File: config.mk
export PLATFORM = sky130hd
export DESIGN_NAME = mdu_iter
export DESIGN_NICKNAME = d
export VERILOG_FILES = /design/src/rtl/mdu_iter.sv
export SDC_FILE = /design/constraint.sdc
export NUM_CORES = 1
export LEC_CHECK = 0
export ABC_CLOCK_PERIOD_IN_PS = 10410
export CAP_MARGIN = 25
export CORE_AREA = 3 3 236 238
export CTS_CLUSTER_DIAMETER = 80
export DETAILED_ROUTE_END_ITERATION = 12
export DIE_AREA = 0 0 239 241
export DONT_BUFFER_PORTS = 1
export SYNTH_ARGS = -nofsm -noshare
export SYNTH_HDL_FRONTEND = slang
export SYNTH_SLANG_ARGS = --single-unit
File: constraint.sdc
create_clock -name clk -period 10.41 [get_ports clk]
set_clock_uncertainty 0.15 [all_clocks]
set_input_delay 1.041 -clock clk [delete_from_list [all_inputs] [get_ports clk]]
set_output_delay 1.041 -clock clk [all_outputs]
set_load 0.02 [all_outputs]
File: src/rtl/mdu_iter.sv
// mdu_iter: iterative multiply/divide unit for the execute stage.
//
// Operations (op): 00 MULT, 01 MULTU, 10 DIV, 11 DIVU. One radix-2 step runs per cycle.
// Multiply uses shift-add into a 2*WIDTH accumulator. Divide uses restoring division, with
// the remainder and quotient sharing that same accumulator. Signed operations run on
// magnitudes. The FIX state restores the result signs.
//
// Ports:
//   clk, rst     rising-edge clock, asynchronous active-high reset
//   flush        synchronous abort of an operation in flight (valid is not raised)
//   start        request, accepted only while busy=0; op/a/b are sampled with it
//   op, a, b     operation select, rs operand, rt operand
//   busy         operation in flight (CALC/FIX); drives the pipeline stall
//   valid        one-cycle pulse; hi/lo/div_by_zero change only in that cycle
//   hi, lo       product high/low half, or remainder/quotient
//   div_by_zero  last completed op was a divide by zero
//
// Optional build macro MDU_EARLY_OUT_EN lets multiplies leave CALC once the remaining
// multiplier bits are all zero. Results are identical either way.

module mdu_iter #(
  parameter int unsigned WIDTH = 32,
  parameter int unsigned CNT_W = 6
) (
  input  logic             clk,
  input  logic             rst,
  input  logic             flush,
  input  logic             start,
  input  logic [1:0]       op,
  input  logic [WIDTH-1:0] a,
  input  logic [WIDTH-1:0] b,
  output logic             busy,
  output logic             valid,
  output logic [WIDTH-1:0] hi,
  output logic [WIDTH-1:0] lo,
  output logic             div_by_zero
);

  localparam int unsigned W2 = 2 * WIDTH;

  typedef enum logic [1:0] {StIdle, StCalc, StFix, StDone} state_e;

  state_e           state_q, state_d;
  logic [CNT_W-1:0] cnt_q, cnt_d;
  // Multiply: running product. Divide: {partial remainder, dividend/quotient}.
  logic [W2-1:0]    acc_q, acc_d;
  // Multiply: multiplicand shifted left each step. Divide: divisor in the low half.
  logic [W2-1:0]    mcand_q, mcand_d;
  // Multiplier magnitude, consumed LSB first.
  logic [WIDTH-1:0] mplier_q, mplier_d;
  logic [WIDTH-1:0] a_raw_q, a_raw_d;
  logic             is_div_q, is_div_d;
  logic             neg_q, neg_d;          // product/quotient must be negated
  logic             rem_neg_q, rem_neg_d;  // remainder takes the sign of a
  logic             dbz_pend_q, dbz_pend_d;
  logic             busy_q, busy_d;
  logic             valid_q, valid_d;
  logic [WIDTH-1:0] hi_q, hi_d;
  logic [WIDTH-1:0] lo_q, lo_d;
  logic             dbz_q, dbz_d;

  // Operand conditioning at accept time.
  logic             signed_op;
  logic             a_neg, b_neg;
  logic [WIDTH-1:0] a_mag, b_mag;

  // Divider step.
  logic [WIDTH:0]   div_shift;  // partial remainder shifted left with next dividend bit
  logic             div_ge;
  logic [WIDTH-1:0] div_sub;
  logic [WIDTH-1:0] div_rem;

  // Step control and sign fix-up.
  logic             last_step;
  logic             early_out;
  logic [W2-1:0]    prod_fix;
  logic [WIDTH-1:0] quo_fix, rem_fix;

  always_comb begin
    signed_op = ~op[0];
    a_neg     = signed_op & a[WIDTH-1];
    b_neg     = signed_op & b[WIDTH-1];
    a_mag     = a_neg ? -a : a;
    b_mag     = b_neg ? -b : b;
  end

  always_comb begin
    div_shift = acc_q[W2-1:WIDTH-1];
    div_ge    = (div_shift >= {1'b0, mcand_q[WIDTH-1:0]});
    // When div_ge holds the difference is below the divisor, so WIDTH bits suffice.
    div_sub   = div_shift[WIDTH-1:0] - mcand_q[WIDTH-1:0];
    div_rem   = div_ge ? div_sub : div_shift[WIDTH-1:0];
  end

  always_comb begin
`ifdef MDU_EARLY_OUT_EN
    early_out = ~is_div_q & (mplier_q[WIDTH-1:1] == '0);
`else
    early_out = 1'b0;
`endif
    last_step = (cnt_q == CNT_W'(WIDTH - 1)) | early_out;
  end

  always_comb begin
    prod_fix = neg_q ? -acc_q : acc_q;
    quo_fix  = neg_q ? -acc_q[WIDTH-1:0] : acc_q[WIDTH-1:0];
    rem_fix  = rem_neg_q ? -acc_q[W2-1:WIDTH] : acc_q[W2-1:WIDTH];
  end

  always_comb begin
    state_d    = state_q;
    cnt_d      = cnt_q;
    acc_d      = acc_q;
    mcand_d    = mcand_q;
    mplier_d   = mplier_q;
    a_raw_d    = a_raw_q;
    is_div_d   = is_div_q;
    neg_d      = neg_q;
    rem_neg_d  = rem_neg_q;
    dbz_pend_d = dbz_pend_q;
    busy_d     = busy_q;
    valid_d    = 1'b0;
    hi_d       = hi_q;
    lo_d       = lo_q;
    dbz_d      = dbz_q;

    if (flush) begin
      // Abort; results already committed in DONE are unaffected.
      state_d = StIdle;
      busy_d  = 1'b0;
    end else begin
      unique case (state_q)
        StIdle, StDone: begin
          state_d = StIdle;
          busy_d  = 1'b0;
          if (start) begin
            state_d    = StCalc;
            busy_d     = 1'b1;
            cnt_d      = '0;
            a_raw_d    = a;
            is_div_d   = op[1];
            neg_d      = a_neg ^ b_neg;
            rem_neg_d  = a_neg;
            dbz_pend_d = op[1] & (b == '0);
            mplier_d   = b_mag;
            mcand_d    = {{WIDTH{1'b0}}, op[1] ? b_mag : a_mag};
            acc_d      = op[1] ? {{WIDTH{1'b0}}, a_mag} : '0;
          end
        end
        StCalc: begin
          cnt_d = cnt_q + 1'b1;
          if (is_div_q) begin
            acc_d = {div_rem, acc_q[WIDTH-2:0], div_ge};
          end else begin
            acc_d    = acc_q + (mplier_q[0] ? mcand_q : '0);
            mcand_d  = mcand_q << 1;
            mplier_d = mplier_q >> 1;
          end
          if (last_step) begin
            state_d = StFix;
          end
        end
        StFix: begin
          state_d = StDone;
          busy_d  = 1'b0;
          valid_d = 1'b1;
          dbz_d   = is_div_q & dbz_pend_q;
          if (!is_div_q) begin
            hi_d = prod_fix[W2-1:WIDTH];
            lo_d = prod_fix[WIDTH-1:0];
          end else if (dbz_pend_q) begin
            hi_d = a_raw_q;
            lo_d = '1;
          end else begin
            hi_d = rem_fix;
            lo_d = quo_fix;
          end
        end
        default: begin
          state_d = StIdle;
          busy_d  = 1'b0;
        end
      endcase
    end
  end

  always_ff @(posedge clk or posedge rst) begin
    if (rst) begin
      state_q    <= StIdle;
      cnt_q      <= '0;
      acc_q      <= '0;
      mcand_q    <= '0;
      mplier_q   <= '0;
      a_raw_q    <= '0;
      is_div_q   <= 1'b0;
      neg_q      <= 1'b0;
      rem_neg_q  <= 1'b0;
      dbz_pend_q <= 1'b0;
      busy_q     <= 1'b0;
      valid_q    <= 1'b0;
      hi_q       <= '0;
      lo_q       <= '0;
      dbz_q      <= 1'b0;
    end else begin
      state_q    <= state_d;
      cnt_q      <= cnt_d;
      acc_q      <= acc_d;
      mcand_q    <= mcand_d;
      mplier_q   <= mplier_d;
      a_raw_q    <= a_raw_d;
      is_div_q   <= is_div_d;
      neg_q      <= neg_d;
      rem_neg_q  <= rem_neg_d;
      dbz_pend_q <= dbz_pend_d;
      busy_q     <= busy_d;
      valid_q    <= valid_d;
      hi_q       <= hi_d;
      lo_q       <= lo_d;
      dbz_q      <= dbz_d;
    end
  end

  assign busy        = busy_q;
  assign valid       = valid_q;
  assign hi          = hi_q;
  assign lo          = lo_q;
  assign div_by_zero = dbz_q;

endmodule
==> results.cfg, run 1 <==
[critical_path]
crit_buf_inv = 0
crit_start = mplier_q[0]
critPathMaxStageDelay_ns = 0.97
critPathArrivalTime_ns = 5.25
crit_cells = 12
cp_max_fo = 65
cp_slowest_cell = dfrtp_2
startpoint_type = register
required_ns = 10.68
crit_chain = and2_1 -> ha_1 -> nand2_1 -> or3_1 -> nor4_1 -> o211ai_1 -> a311o_1 -> a2111oi_0 -> o21ai_0 -> a21oi_1 -> mux2i_1 -> o21ai_1
timing.critical_path.to = acc_q[63]
crit_type = reg -> reg
cp_top_family = compound AO/OA/AOI/OAI gates
cp-end-kind = register
reg2reg_slack_ns = 5.44
timing.rr.end = acc_q[63]
timing.rr.start = mplier_q[0]
reg2regPathDepth = 12

[global_routing]
grt_pass1_vias = 18700
antenna_found_initial = 1
grt_overflow = 0
grt_use_total_pct = 25.9
grt_pass1_wl_um = 115000
grt_max_degree = 156

[clock_tree]
clkSlewWorstSetupHoldPaths_ns = 0.06
clkLatencyLatePin_ns = 0.55
cts_setup_buffers = 0
clock-sinks = 271
cts_inserted_buffers = 36
cts_htree_levels = 2
cts_resized = 0
cts_buffer_depth = 3
hold_buffers = 0
cts_tree = built
root_buffer = clkbuf_16

[power]
vdd_drop_max_mv = 0.121
power_uw = 6330
switching_power_uw = 3010
power_leakage_uw = 0.00990
p_clk_share_pct = 20.0
combPwrFrac_pct = 47.4
internal_power_uw = 3320
pwr-share-seq_pct = 32.7
pwr_density_cell_nw_per_um2 = 274
switching_share_pct = 47.5

[placement]
dpl.hpwl_um = 58400
io_buffers = 0
globalplace.congestion = 0.988
pre_cts_slack_ns = 5.53
place_area_um2 = 21900

[synthesis]
synthArstFlopShare_pct = 100
syn-instance-count = 2664
synth-seq-cells = 271
synth_fp_nets = 2838
yosysMostFrequentCell = a21oi_1
ys_types = 77
yosysTopAreaCell = dfrtp_1
synth_edf_count = 0
ys.flop_type = dfrtp_1
avgSynthCellArea_um2 = 8.04
synth_commonest_cells = a21oi_1 (277), dfrtp_1 (271), nand2_1 (268)
synth_area_leaders = dfrtp_1 (32%), a21oi_1 (6.5%), ha_1 (6.0%)
yosysSeqAreaShare_pct = 31.7
ys_warn_count = 0
yosysTopAreaCellShare_pct = 31.7
synthesis.area_um2 = 21400

[sta]
setup_slack_ns = 5.44
setup_viol = 0
period_minus_slack_ns = 4.97
worst_slew_pin_slew_ns = 0.993
finalHoldViolations = 0
relSlewSlack_pct = 33.5
slew_violations = 0
rsz0062_at_grt = false
finalCritPeriodShare_pct = 47.8
fmax_ghz = 0.201
fin_setup_tns_ns = 0

[drt]
wl_per_cell_um = 23.5
routed_wl_um = 77100
routed_via_density = 6.13
drtAntennaViolNets = 0
drcViolationCount = 0
drt_iter0_drc = 1911
dr.pass1.iters = 6
vias = 20100

[die]
core_area_um2 = 53800
die-area_um2 = 57600
io_pins = 137
start_util_pct = 39.8
die_w_um = 239
dieHeight_um = 241
rows = 85

[hold_path]
hp-class = reg -> reg

[finish]
final_nets = 2728
layout-drive-gt1-share_pct = 6.97
stdcell_area_um2 = 23100
syn_to_final_growth_pct = 8.14
nFillCells = 5329

[run_status]
outcome = completed

[job]
drv_cap = 0
==> through the flow <==
stage               hold WS (ns)  util [%]  std cells
CTS                        0.338      42.9       3275
floorplan                  0.300         -       2664
finish                     0.337      43.0       3279
global placement           0.316      40.6       3208
global route               0.362      43.0       3278
detailed placement         0.325      40.7       3209
==> sequential cells by signal, indices dropped and copies added, names as in the netlist <==
register / count
a_raw_q: 32
acc_q: 64
busy: 1
cnt_q: 6
dbz_pend_q: 1
div_by_zero: 1
hi: 32
is_div_q: 1
lo: 32
mcand_q: 64
mplier_q: 32
neg_q: 1
rem_neg_q: 1
state_q: 2
valid: 1
==> worst min-delay path by stage <==
stage	endpoint	from	cells after the start
floorplan	a_raw_q[18]	a_raw_q[18]	2
global placement	mplier_q[15]	mplier_q[15]	2
detailed placement	mplier_q[15]	mplier_q[15]	2
CTS	mplier_q[15]	mplier_q[15]	2
global route	a_raw_q[18]	a_raw_q[18]	2
finish	mplier_q[15]	mplier_q[15]	2
==> worst reg2reg max path, delay by kind of cell (launching register included) <==
family	cells	cell delay, ns
fa+ha+maj	1	0.20
simple gates	4	1.30
flops	1	0.97
compound gates	6	2.00
mux	1	0.22
==> placed cells by master (no fill, tap or decap), drive strengths merged, types with 19 or more instances in the layout <==
| cell | netlist | routed |
|---|---|---|
| mux2i | 45 | 45 |
| nand2 | 269 | 269 |
| xor2 | 89 | 89 |
| nor3 | 57 | 57 |
| a21o | 55 | 55 |
| mux2 | 39 | 39 |
| nand4 | 22 | 22 |
| xnor2 | 133 | 133 |
| clkbuf | 153 | 51 |
| a22o | 32 | 32 |
| inv | 93 | 96 |
| o21ai | 249 | 249 |
| ha | 102 | 102 |
| nor4 | 21 | 21 |
| buf | 24 | 28 |
| o31ai | 32 | 32 |
| a31oi | 19 | 19 |
| dfrtp | 271 | 271 |
| a21oi | 277 | 277 |
| nor2 | 216 | 216 |
| o22ai | 36 | 36 |
| a22oi | 21 | 21 |
| o21a | 20 | 20 |
| nand3 | 42 | 42 |
| and2 | 76 | 76 |
| or3 | 21 | 21 |
==> cell type report <==
class                      instances  area (um2)  area share, %
clock inverter                    16         179          0.773
antenna                            1        2.50         0.0108
sequential                       271        6790           29.3
multi-input combinational       2122       13600           58.9
inverter                          94         360           1.56
timing repair buffer              29         270           1.17
clock buffer                      50        1030           4.46
tap                              696         871           3.76
==> power groups by stage <==
| stage | combinational, uW | clock, uW | sequential, uW |
|---|---|---|---|
| final | 3000 | 1270 | 2070 |
| after global routing | 3320 | 1330 | 2110 |
| after CTS | 2930 | 1290 | 2070 |
| after detailed placement | 2910 | 0 | 2090 |
| after global placement | 2870 | 0 | 2080 |
| after floorplan | 2290 | 0 | 1810 |
==> metal layers <==
layer,vias to the layer above,global-route usage [%],share of wire (%)
met4,2,9.53,3.8
met5,-,0,0.017
met1,9742,37.0,45
met2,850,38.1,42
met3,137,6.31,9.8
li1,9372,-,-
==> cells by family after synthesis <==
kind of cell	count (synthesis)	synth area share, %
buf+inv	271	4.81
fa+ha+maj	104	6.15
compound gates	901	26.3
xor+xnor	222	9.08
simple gates	811	17.9
mux	84	4.16
flops	271	31.7
Note: power is estimated with default switching activity, not from simulation.
==> inputs of run 2 (changes only) <==
Settings changed: ABC_CLOCK_PERIOD_IN_PS 10410 to 4300.
Clock period 10.41 ns to 4.3 ns, I/O delays scaled along.
==> run 2 against run 1 <==
- non-clock buffer count rose by 127
- setup slack got worse by 5.2 ns
- via count grew 2.3%
- sequential cell count unchanged
- largest cell class unchanged
- largest power group unchanged
==> results.cfg, run 2 (synthesis results as in run 1) <==
[power]
power_leakage_uw = 0.0105
pwr_density_cell_nw_per_um2 = 661
vdd_drop_max_mv = 0.284

[die]
rows = 85
die-area_um2 = 57600
core_area_um2 = 53800
start_util_pct = 39.8
io_pins = 137
die_w_um = 239
dieHeight_um = 241

[finish]
final_nets = 2855
multi_input_area_um2 = 13700
final_cells = 3406
nFillCells = 5301
final_common_cell = a21oi_1
syn_to_final_growth_pct = 13.4
stdcell_area_um2 = 24300
ff_latch_area_um2 = 6790
reg.largest.list = acc_q (64), mcand_q (64)
final_cell_mix = a21oi_1 (276), dfrtp_1 (268), nand2_1 (267), o21ai_0 (238), nor2_1 (213)
layout-drive-gt1-share_pct = 9.97

[global_routing]
grt_max_degree = 110
grt_pass1_vias = 19100
grt_pass1_wl_um = 120000
grt_overflow = 0
antenna_found_initial = 2
grt_use_total_pct = 27.3

[hold_path]
worstHoldStart = b[20]
min_path_cells = 2
hold_end = mplier_q[20]
hp-class = in -> reg

[drt]
dr.pass1.iters = 6
drtAntennaViolNets = 0
drt_iter0_drc = 1940
routed_wl_um = 81100
routed_via_density = 6.04
wl_per_cell_um = 23.8
vias = 20600
drcViolationCount = 0

[critical_path]
reg2reg_slack_ns = 0.24
timing.rr.start = mplier_q[0]
startpoint_type = register
critPathArrivalTime_ns = 4.33
reg2regPathDepth = 12
timing.rr.end = acc_q[60]
required_ns = 4.58
cp_max_fo = 37
crit_type = reg -> reg
cp-end-kind = register

[sta]
setup_viol = 0
fmax_ghz = 0.247
finalHoldViolations = 0
finalCritPeriodShare_pct = 94.3
setup_slack_ns = 0.244
fin_setup_tns_ns = 0
worst_slew_pin_slew_ns = 1.07
relSlewSlack_pct = 28.1
slew_violations = 0
period_minus_slack_ns = 4.06

[placement]
dp.cells = 3296
io_buffers = 0
globalplace.congestion = 0.989
place_area_um2 = 22600
pre_cts_slack_ns = 0.0929
dpl.hpwl_um = 62200

[clock_tree]
cts_inserted_buffers = 36
clkSlewWorstSetupHoldPaths_ns = 0.06
cts_tree = built
cts_setup_buffers = 0
root_buffer = clkbuf_16
clkLatencyLatePin_ns = 0.57
cts_htree_levels = 2
clock-sinks = 271
cts_buffer_depth = 3

[run_status]
outcome = completed

[job]
drv_cap = 0
-- run 2: worst max-delay path by stage --
stage / start / endpoint / slack (ns) / cells past startpoint
final: mplier_q[0] / acc_q[60] / 0.24 / 12
after global routing: mplier_q[0] / acc_q[58] / -0.006 / 15
after CTS: mplier_q[0] / acc_q[63] / 0.04 / 12
after detailed placement: mplier_q[0] / acc_q[63] / 0.09 / 12
after global placement: mplier_q[0] / acc_q[63] / 0.10 / 12
after floorplan: rst / a_raw_q[0] / 0.14 / 1
-- run 2: through the flow --
step	hold slack (ns)	util [%]	total power (uW)
after floorplan	0.300	-	9910
after global placement	0.174	41.9	12500
after detailed placement	0.179	41.9	12600
after CTS	0.000102	45.1	16000
after global routing	0.00779	45.1	17100
final	0.0111	45.1	16100
-- run 2: report_power, final --
part	internal, uW	leakage (uW)	switching (uW)
combinational	3090	0.00654	4830
clock	1910	0.000615	1330
sequential	3450	0.00337	1460
total	8440	0.0105	7620
-- run 2: area by class of cell --
class | count | share of cell area, %
Tap cell | 696 | 3.59
Inverter | 94 | 1.47
Sequential cell | 271 | 28.0
Clock buffer | 39 | 3.84
Timing Repair Buffer | 156 | 5.51
Multi-Input combinational cell | 2122 | 56.3
Antenna cell | 2 | 0.0206
Clock inverter | 26 | 1.31
-- run 2: metal layers --
layer	vias up	GRT usage (%)	part of all wire, %	routed length [um]
met5	-	0	0	0
li1	9647	-	-	-
met1	9875	40.3	46	37200
met3	134	5.42	9.2	7430
met2	912	39.0	41	33200
met4	0	10.5	4.1	3310
-- run 2: worst max-delay path, cell delays in order, from the launching register on --
cell and delay, ns:
dfrtp_1 0.50, buf_4 0.29, and2_1 0.19, ha_1 0.51, nand4_1 0.19, or4_1 0.59
a211oi_1 0.39, buf_4 0.18, and4b_1 0.19, nor2_1 0.21, a221oi_1 0.14, xor2_1 0.25
o211ai_1 0.11
-- run 2: timing repair --
| action | CTS | global route |
|---|---|---|
| hold endpoints to repair | 102 | 0 |
| hold buffers | 43 | 0 |
| gates resized for setup | 0 | 5 |
| endpoints found under the setup margin | 0 | 12 |
